File: src/rtl/bw_clk_seq_pkg.sv
// bw_clk_seq_pkg: state encodings, per-state output decode and stop-counter limit for the sctag clock sequencer
package bw_clk_seq_pkg;
  typedef logic [2:0] state_t;
  localparam state_t S_IDLE      = 3'd0;
  localparam state_t S_CKEN_WAIT = 3'd1;
  localparam state_t S_RST_HOLD  = 3'd2;
  localparam state_t S_RUN       = 3'd3;
  localparam state_t S_DBG_HOLD  = 3'd4;
  localparam state_t S_STOP      = 3'd5;
  localparam state_t S_RESTART   = 3'd6;
  // {cken, grst_l, gdbginit_l, stop_ack} indexed by state; 111 decodes like IDLE
  localparam logic [7:0][3:0] OUT_DEC = {4'b0000, 4'b0110, 4'b0111, 4'b1100,
                                         4'b1110, 4'b1000, 4'b0000, 4'b0000};
  localparam logic [7:0] STOP_CNT_MAX = 8'hff;
endpackage

File: src/rtl/bw_clk_seq_dly_cnt.sv
// bw_clk_seq_dly_cnt: loadable down-counter that holds at zero
// Ports: clk_i, rst_i (async, active-high), load_i, load_val_i [CNT_W-1:0], zero_o
module bw_clk_seq_dly_cnt #(
  parameter int CNT_W = 4
) (
  input  logic             clk_i,
  input  logic             rst_i,
  input  logic             load_i,
  input  logic [CNT_W-1:0] load_val_i,
  output logic             zero_o
);
  logic [CNT_W-1:0] cnt_q, cnt_d;
  always_comb cnt_d = load_i ? load_val_i : (cnt_q == '0) ? cnt_q : cnt_q - 1'b1;
  always_ff @(posedge clk_i or posedge rst_i)
    if (rst_i) cnt_q <= '0;
    else cnt_q <= cnt_d;
  assign zero_o = cnt_q == '0;
endmodule

File: src/rtl/bw_clk_cl_sctag_seq.sv
// bw_clk_cl_sctag_seq: power-on / warm-reset / debug-init / clock-stop sequencer for the sctag cluster clock header
// Ports: gclk, arst (async, active-high); ccu_go, wrst_req, dbg_req, stop_req in;
//        cluster_cken, grst_l, gdbginit_l, stop_ack, seq_busy, seq_state[2:0] out.
// Define BW_CLK_SEQ_STOP_CNT_EN to add the saturating stop_cnt[7:0] output.
module bw_clk_cl_sctag_seq
  import bw_clk_seq_pkg::*;
#(
  parameter int CKEN_DLY = 4,
  parameter int RST_DLY  = 8,
  parameter int CNT_W    = 4
) (
  input  logic       gclk,
  input  logic       arst,
  input  logic       ccu_go,
  input  logic       wrst_req,
  input  logic       dbg_req,
  input  logic       stop_req,
  output logic       cluster_cken,
  output logic       grst_l,
  output logic       gdbginit_l,
  output logic       stop_ack,
  output logic       seq_busy,
  output logic [2:0] seq_state
`ifdef BW_CLK_SEQ_STOP_CNT_EN
  , output logic [7:0] stop_cnt
`endif
);
  localparam logic [CNT_W-1:0] CKEN_LD = CNT_W'(CKEN_DLY - 1);
  localparam logic [CNT_W-1:0] RST_LD  = CNT_W'(RST_DLY - 1);
  localparam int MAX_DLY = (CKEN_DLY > RST_DLY) ? CKEN_DLY : RST_DLY;
  state_t state_q, state_d;
  logic [3:0] out_q, out_d;
  logic busy_q, busy_d, ld, zero;
  logic [CNT_W-1:0] ld_val;
  always_comb begin
    state_d = state_q;
    case (state_q)
      S_IDLE:      state_d = ccu_go ? S_CKEN_WAIT : S_IDLE;
      S_CKEN_WAIT: state_d = zero ? S_RST_HOLD : S_CKEN_WAIT;
      S_RST_HOLD:  state_d = zero ? S_RUN : S_RST_HOLD;
      S_RUN:       state_d = wrst_req ? S_RST_HOLD : stop_req ? S_STOP : dbg_req ? S_DBG_HOLD : S_RUN;
      S_DBG_HOLD:  state_d = wrst_req ? S_RST_HOLD : zero ? S_RUN : S_DBG_HOLD;
      S_STOP:      state_d = stop_req ? S_STOP : S_RESTART;
      S_RESTART:   state_d = zero ? S_RUN : S_RESTART;
      default:     state_d = S_IDLE;
    endcase
  end
  // every entry into a timed state is a state change, including DBG_HOLD -> RST_HOLD
  always_comb begin
    ld     = state_d != state_q && (state_d == S_CKEN_WAIT || state_d == S_RST_HOLD ||
                                    state_d == S_DBG_HOLD || state_d == S_RESTART);
    ld_val = (state_d == S_CKEN_WAIT || state_d == S_RESTART) ? CKEN_LD : RST_LD;
    out_d  = OUT_DEC[state_d];
    busy_d = !(state_d == S_RUN || state_d == S_STOP);
  end
  bw_clk_seq_dly_cnt #(.CNT_W(CNT_W)) u_dly_cnt (
    .clk_i      (gclk),
    .rst_i      (arst),
    .load_i     (ld),
    .load_val_i (ld_val),
    .zero_o     (zero)
  );
  always_ff @(posedge gclk or posedge arst)
    if (arst) begin
      state_q <= S_IDLE;
      out_q   <= 4'b0000;
      busy_q  <= 1'b1;
    end else begin
      state_q <= state_d;
      out_q   <= out_d;
      busy_q  <= busy_d;
    end
  assign {cluster_cken, grst_l, gdbginit_l, stop_ack} = out_q;
  assign seq_busy  = busy_q;
  assign seq_state = state_q;
`ifdef BW_CLK_SEQ_STOP_CNT_EN
  logic [7:0] stop_cnt_q;
  always_ff @(posedge gclk or posedge arst)
    if (arst) stop_cnt_q <= 8'd0;
    else if (state_q == S_RUN && state_d == S_STOP && stop_cnt_q != STOP_CNT_MAX) stop_cnt_q <= stop_cnt_q + 8'd1;
  assign stop_cnt = stop_cnt_q;
`endif
  a_dly_fits: assert property (@(posedge gclk) MAX_DLY <= (1 << CNT_W));
endmodule

File: config.mk
export PLATFORM = sky130hd
export DESIGN_NAME = bw_clk_cl_sctag_seq
export DESIGN_NICKNAME = d
export VERILOG_FILES = /design/src/rtl/bw_clk_seq_pkg.sv /design/src/rtl/bw_clk_seq_dly_cnt.sv /design/src/rtl/bw_clk_cl_sctag_seq.sv
export SDC_FILE = /design/constraint.sdc
export NUM_CORES = 1
export LEC_CHECK = 0
export BUFFER_PORTS_ARGS = -buffer_cell sky130_fd_sc_hd__buf_2
export CORE_MARGIN = 1
export CORE_UTILIZATION = 57
export CTS_CLUSTER_DIAMETER = 120
export CTS_CLUSTER_SIZE = 8
export DETAILED_ROUTE_END_ITERATION = 12
export PLACE_DENSITY = 0.85
export SLEW_MARGIN = 20
export SYNTH_ARGS = -nofsm -noshare
export SYNTH_HDL_FRONTEND = slang
export SYNTH_SLANG_ARGS = --single-unit
File: constraint.sdc
create_clock -name gclk -period 3.6 [get_ports gclk]
set_input_delay 0.54 -clock gclk [delete_from_list [all_inputs] [get_ports gclk]]
set_output_delay 0.54 -clock gclk [all_outputs]
set_load 0.1 [all_outputs]
==> results of run 1 <==
-- layout by cell type (no fill, tap or decap), types with 2 or more instances in the layout --
cell	synthesis	routed
nor2b_1	4	4
clkbuf_4	0	3
nor3_1	2	2
a21oi_1	5	5
o21ai_0	4	4
inv_1	9	9
dfrtp_1	11	11
buf_2	1	13
ha_1	6	6
nand2_1	2	2
mux2i_1	2	2
nor2_1	2	2
-- per-layer routing --
metal,share of wire,track usage,vias up
met5,0,0,-
met4,0.014,0.138,0
met1,0.44,0.271,284
met2,0.50,0.417,13
li1,-,-,315
met3,0.044,0.0568,2
-- worst max-delay path by stage --
stage | start | endpoint | slack [ns]
3_3_place_gp | u_dly_cnt.cnt_q[1] | u_dly_cnt.cnt_q[1] | 1.09
6_report | u_dly_cnt.cnt_q[0] | u_dly_cnt.cnt_q[1] | 0.95
4_1_cts | u_dly_cnt.cnt_q[0] | u_dly_cnt.cnt_q[1] | 0.90
5_1_grt | u_dly_cnt.cnt_q[0] | u_dly_cnt.cnt_q[1] | 0.67
3_5_place_dp | u_dly_cnt.cnt_q[0] | u_dly_cnt.cnt_q[1] | 0.90
2_1_floorplan | seq_state[2] | u_dly_cnt.cnt_q[1] | 0.86
-- layout make-up --
cell class / instances / area, um2
clock buffers: 4 / 26.3
fillers: 109 / 414
inverters: 10 / 37.5
multi-input cells: 54 / 438
flip-flops and latches: 12 / 302
well taps: 15 / 18.8
repair buffers: 13 / 65.1
-- flip-flops by register name (all words and copies together) (netlist names) --
name,count
u_dly_cnt.cnt_q,4
seq_state,3
out_q,4
seq_busy,1
-- logic make-up after synthesis --
group	Yosys count	synth area share
multiplexers	3	0.0394
flip-flops	12	0.380
buffers and inverters	12	0.0678
XOR/XNOR	1	0.0110
AO/OA/AOI/OAI	23	0.227
AND/OR/NAND/NOR	21	0.180
adder cells (fa/ha/maj)	6	0.0946
-- per-stage QoR --
stage | setup WS (ns) | area [um2] | utilization | hold WS, ns
6_report | 0.948 | 887 | 0.682 | 0.246
5_1_grt | 0.669 | 887 | 0.682 | 0.294
4_1_cts | 0.896 | 887 | 0.682 | 0.250
3_5_place_dp | 0.899 | 861 | 0.662 | 0.517
3_3_place_gp | 1.09 | 861 | 0.662 | 0.513
2_1_floorplan | 0.860 | 793 | - | 0.404
-- worst max-delay path: stages, from the launching register on --
cell and delay [ns]:
dfrtp_1 0.35, inv_1 0.07, ha_1 0.24, nor3b_4 0.19, o21ai_0 0.18, a21oi_1 0.10, a311oi_1 0.46, inv_1 0.18
ha_1 0.26, a211oi_1 0.33, o221ai_1 0.16
==> metrics.log, run 1 <==
INFO  metric dr.pass1.iters = 8
INFO  metric yosys_register_bits = 12
INFO  metric final_layout_size_suffix_gt1_frac = 0.247
INFO  metric max_freq = approximately 380 MHz
INFO  metric full_die_area = ~1500 um2
INFO  metric finalCriticalPeriod = 2.65 ns
INFO  metric antennaDiodeCount = 0
INFO  metric post_layout_nonfiller_instances = about 110
INFO  metric clk_pin_slew = about 0.08 ns
INFO  metric bufs_on_longest_clock_path = 2
INFO  metric routedWlPerCell = roughly 13 um
INFO  metric failed_checks = DRC
INFO  metric synthesis.yosys.warnings = 0
INFO  metric drc = 2
INFO  metric unrepaired_setup_endpoints_after_global_routing = false
INFO  metric yosys-top-cells-count = 11 x dfrtp_1, 9 x inv_1, 6 x ha_1
INFO  metric dp.final_hpwl = 1150 um
INFO  metric run_status = complete, but fails checks
INFO  metric gp_congestion = about 0.83
INFO  metric initialDrtViolationCount = 16
INFO  metric avgViaCountPerCell = approximately 5.7
INFO  metric netlist.top_cell.by_area = dfrtp_1
INFO  metric worst-slew-pin-transition = 0.487 ns
INFO  metric reg_to_reg_slack_setup = 0.95 ns
INFO  metric r2r_depth = 10
INFO  metric clockRootBuffer = clkbuf_4
INFO  metric port_buffers = 13
INFO  metric cts-buffers-inserted = 3
INFO  metric cp.required = about 3.7 ns
INFO  metric maximum_net_fanout_on_the_critical_path = 7
INFO  metric synth_top_area_frac = 0.347
INFO  metric grt_pass1_wl = 2450 um
INFO  metric timing.rr.end = u_dly_cnt.cnt_q[1]
INFO  metric postCtsSetupBuffers = 0
INFO  metric first_global_vias = 598
INFO  metric cap_violations = 0
INFO  metric clock-skew-final = 0.00612 ns
INFO  metric routed_wl = around 1400 um
INFO  metric final_hold_viol_count = 0
INFO  metric floorplan.core_area = between 1000 and 1500 um2
INFO  metric setup_viol = 0
INFO  metric dieHeight = 39.3 um
INFO  metric postSynth.asyncResetShare = 1.00
INFO  metric synthCells = roughly 80
INFO  metric accumulated_negative_setup_slack = 0 ns
INFO  metric antenna_found_initial = 0
INFO  metric worstPathArrival = approximately 2.8 ns
INFO  metric min-delay-path-class = in2async
INFO  metric grt.total_usage = 0.242
INFO  metric insertion_delay = 0.28 ns
INFO  metric share_of_synthesized_area_occupied_by_flip_flops_and_latches = 0.380
INFO  metric synth_fp_nets = 90
INFO  metric synth.distinct_cells = approximately 40
INFO  metric crit_type = reg2reg
INFO  metric cts.hold.buffers_added = 0
INFO  metric synth-edff-count = 0
INFO  metric drt.antenna.violating_nets = 0
INFO  metric timing_max_transition_violations_final = 0
INFO  metric cts_tree = done
INFO  metric gr-total-overflow = 0
INFO  metric placement_row_count = 13
INFO  metric cts.repair.resized = 0
INFO  metric boundaryPins = 14
INFO  metric ff_to_ff_start = u_dly_cnt.cnt_q[0]
INFO  metric initial_utilization = 0.610
INFO  metric slew_headroom = 0.673
INFO  metric detailroute.via_count = roughly 600
INFO  metric die_width = about 39 um
INFO  metric dpl.cell_count = ~100
INFO  metric synth_most_common_cell = dfrtp_1
INFO  metric final_min_period_over_clock_period = 0.737
INFO  metric end_kind = register
INFO  metric dominant_cells_by_area_after_synthesis = dfrtp_1 35%, ha_1 9.5%, inv_1 4.3%, dfstp_2 3.3%, o311ai_4 3.3%
INFO  metric crit_path_start_kind = register
INFO  metric nets = between 100 and 150
INFO  metric post_synth.cell_area_avg = 10.2 um2
INFO  metric synthesis.area = slightly below 800 um2
INFO  metric cts_max_level = 1
INFO  metric area_growth = 11.8%
INFO  metric synth-main-ff-cell = dfrtp_1
INFO  metric grt_start_max_net_pins = 13
INFO  metric clkSinkCount = 12
Power of run 1 is left out: the tool's default activity adds up to more than one toggle a clock period on the data nets, which glitch-free logic cannot reach.
==> run 2: changes to the inputs <==
--- a/config.mk
+++ b/config.mk
@@ -7,11 +7,11 @@
 export LEC_CHECK = 0
 export BUFFER_PORTS_ARGS = -buffer_cell sky130_fd_sc_hd__buf_2
 export CORE_MARGIN = 1
-export CORE_UTILIZATION = 57
+export CORE_UTILIZATION = 48
 export CTS_CLUSTER_DIAMETER = 120
 export CTS_CLUSTER_SIZE = 8
 export DETAILED_ROUTE_END_ITERATION = 12
-export PLACE_DENSITY = 0.85
+export PLACE_DENSITY = 0.77
 export SLEW_MARGIN = 20
 export SYNTH_ARGS = -nofsm -noshare
 export SYNTH_HDL_FRONTEND = slang
==> constraint.sdc (replaced) <==
create_clock -name gclk -period 2.3 [get_ports gclk]
set_input_delay 0.345 -clock gclk [delete_from_list [all_inputs] [get_ports gclk]]
set_output_delay 0.345 -clock gclk [all_outputs]
set_load 0.1 [all_outputs]
==> run 2 against run 1 <==
Net effect:
- the run ends with setup timing left
- non-clock buffer count grew 12
- final cell count grew 12%
- flip-flop and latch count is the same
- wire length grew 9.0%
- utilization grew 2.3 points
- global-route usage shrank 4.3 points
- fmax grew 14%
- count of clock-buffer cells in the layout is the same
- first-iteration DRC count shrank 88%
- clock skew shrank 0.0034 ns
==> metrics.log, run 2 (synthesized netlist as in run 1, its figures left out) <==
INFO  metric clkSinkCount = 12 (unchanged)
INFO  metric die_width = 42.7 um (+8.5%)
INFO  metric worstPathArrival = 2.45 ns (-0.35 ns)
INFO  metric cts_tree = done
INFO  metric detailroute.via_count = 637 (+3.7%)
INFO  metric clockRootBuffer = clkbuf_4
INFO  metric cap_violations = 0 (unchanged)
INFO  metric cts-buffers-inserted = 3 (unchanged)
INFO  metric crit_type = reg2reg
INFO  metric gr-total-overflow = 0 (unchanged)
INFO  metric dr.pass1.iters = 2 (-6)
INFO  metric full_die_area = 1820 um2 (+18%)
INFO  metric fin_worst_hold_slack = 0.0629 ns (-0.183 ns)
INFO  metric clk_pin_slew = 0.07 ns (about the same)
INFO  metric initialDrtViolationCount = 2 (-14)
INFO  metric port_buffers = 13 (unchanged)
INFO  metric slew_headroom = 0.605 (-0.0683)
INFO  metric crit_path_start_kind = register
INFO  metric cts.hold.buffers_added = 0 (unchanged)
INFO  metric worst-slew-pin-transition = 0.587 ns (+0.101 ns)
INFO  metric drt.antenna.violating_nets = 0 (unchanged)
INFO  metric grt_pass1_wl = 2700 um (+10%)
INFO  metric routedWlPerCell = 12.9 um (-2.7%)
INFO  metric failed_checks = setup timing
INFO  metric antenna_found_initial = 0 (unchanged)
INFO  metric nets = 118 (+11%)
INFO  metric accumulated_negative_setup_slack = -0.0236 ns (-0.0236 ns)
INFO  metric initial_utilization = 0.521 (-0.0891)
INFO  metric boundaryPins = 14 (unchanged)
INFO  metric unrepaired_setup_endpoints_after_global_routing = true
INFO  metric reg_to_reg_slack_setup = -0.02 ns (-0.97 ns)
INFO  metric end_kind = register
INFO  metric drc = 0 (-2)
INFO  metric worst_slack = -0.0236 ns (-0.972 ns)
INFO  metric avgViaCountPerCell = 5.26 (-7.4%)
INFO  metric timing.rr.end = u_dly_cnt.cnt_q[1]
INFO  metric dp.final_hpwl = 1180 um (+3.4%)
INFO  metric stdcell_area = 1070 um2 (+21%)
INFO  metric most_common_library_cell_in_the_layout_ignoring_fill_and_taps = buf_2
INFO  metric min-delay-path-class = in2async
INFO  metric bufs_on_longest_clock_path = 2 (unchanged)
INFO  metric final_hold_viol_count = 0 (unchanged)
INFO  metric insertion_delay = 0.27 ns (about the same)
INFO  metric dieHeight = 42.7 um (+8.5%)
INFO  metric gp_congestion = 0.828 (+0.22%)
INFO  metric grt.total_usage = 0.200 (-0.0426)
INFO  metric placed_area = 977 um2 (+14%)
INFO  metric grt_start_max_net_pins = 13 (unchanged)
INFO  metric cts_max_level = 1 (unchanged)
INFO  metric antennaDiodeCount = 0 (unchanged)
INFO  metric final_layout_size_suffix_gt1_frac = 0.495 (+0.248)
INFO  metric finalCriticalPeriod = 2.32 ns (-0.328 ns)
INFO  metric maximum_net_fanout_on_the_critical_path = 3 (-4)
INFO  metric ff_to_ff_start = u_dly_cnt.cnt_q[0]
INFO  metric timing_max_transition_violations_final = 0 (unchanged)
INFO  metric final_min_period_over_clock_period = 1.01 (+0.274)
INFO  metric setup_viol = 1 (+1)
INFO  metric mostFrequentLayoutCells = 13 x buf_2, 12 x buf_4, 8 x dfrtp_1
INFO  metric cp.required = 2.42 ns (-1.32 ns)
INFO  metric floorplan.core_area = 1520 um2 (+17%)
INFO  metric max_freq = 430 MHz (+14%)
INFO  metric r2r_depth = 9 (-1)
INFO  metric run_status = complete, but fails checks
INFO  metric clock-skew-final = 0.00270 ns (-0.00342 ns)
INFO  metric first_global_vias = 638 (+6.7%)
INFO  metric area_growth = 35.3%
INFO  metric placement_row_count = 14 (+1)
INFO  metric routed_wl = 1560 um (+9.0%)
==> run 2: cell count changes in the layout (fill, tap and decap cells not counted), sizes merged <==
| cell | before | now |
|---|---|---|
| buf | 13 | 25 |
==> run 2: area by class of cell <==
type	instances	area, um2
flip-flops and latches	12	310
fillers	117	450
repair buffers	25	155
multi-input cells	54	514
well taps	16	20.0
clock buffers	4	36.3
inverters	10	37.5
==> run 2: how the worst max path moves through the flow <==
stage	startpoint	to	slack, ns	cells past startpoint
final	u_dly_cnt.cnt_q[0]	u_dly_cnt.cnt_q[1]	-0.02	9
after global routing	u_dly_cnt.cnt_q[0]	u_dly_cnt.cnt_q[1]	-0.15	9
after floorplan	seq_state[0]	u_dly_cnt.cnt_q[2]	-0.04	8
after global placement	u_dly_cnt.cnt_q[0]	u_dly_cnt.cnt_q[1]	0.02	9
after detailed placement	u_dly_cnt.cnt_q[0]	u_dly_cnt.cnt_q[1]	-0.08	9
after CTS	u_dly_cnt.cnt_q[0]	u_dly_cnt.cnt_q[1]	0.001	9
==> run 2: routing by layer <==
layer / share of wire / vias to the layer above / track usage / wire (um)
met4: 0 / 0 / 0.0375 / 0
met1: 0.46 / 293 / 0.233 / 713
met2: 0.52 / 6 / 0.358 / 806
li1: - / 338 / - / -
met5: 0 / - / 0 / 0
met3: 0.026 / 0 / 0.0638 / 40
==> run 2: timing repair <==
item	4_1_cts	5_1_grt
gates resized for setup	4	8
pin swaps	4	4
gates cloned	0	0
setup endpoints to repair	4	5
endpoints found under the hold margin	0	0
setup buffers	0	2
==> run 2: worst max-delay path, stage by stage, from the launching register on <==
cell and delay [ns]:
dfrtp_1 0.39, inv_2 0.08, ha_4 0.13, or3b_4 0.40, o21ai_4 0.20, o311ai_4 0.14
ha_2 0.22, nor3b_4 0.15, a211oi_2 0.32, o221ai_1 0.16
==> run 2: stage by stage <==
| step | util | worst slack [ns] | instances |
|---|---|---|---|
| global route | 0.704 | -0.153 | 121 |
| detailed placement | 0.641 | -0.0758 | 115 |
| floorplan | - | -0.0407 | 78 |
| finish | 0.704 | -0.0236 | 121 |
| CTS | 0.675 | 0.00111 | 119 |
| global placement | 0.641 | 0.0202 | 115 |
Power of run 2 is left out for the same reason.
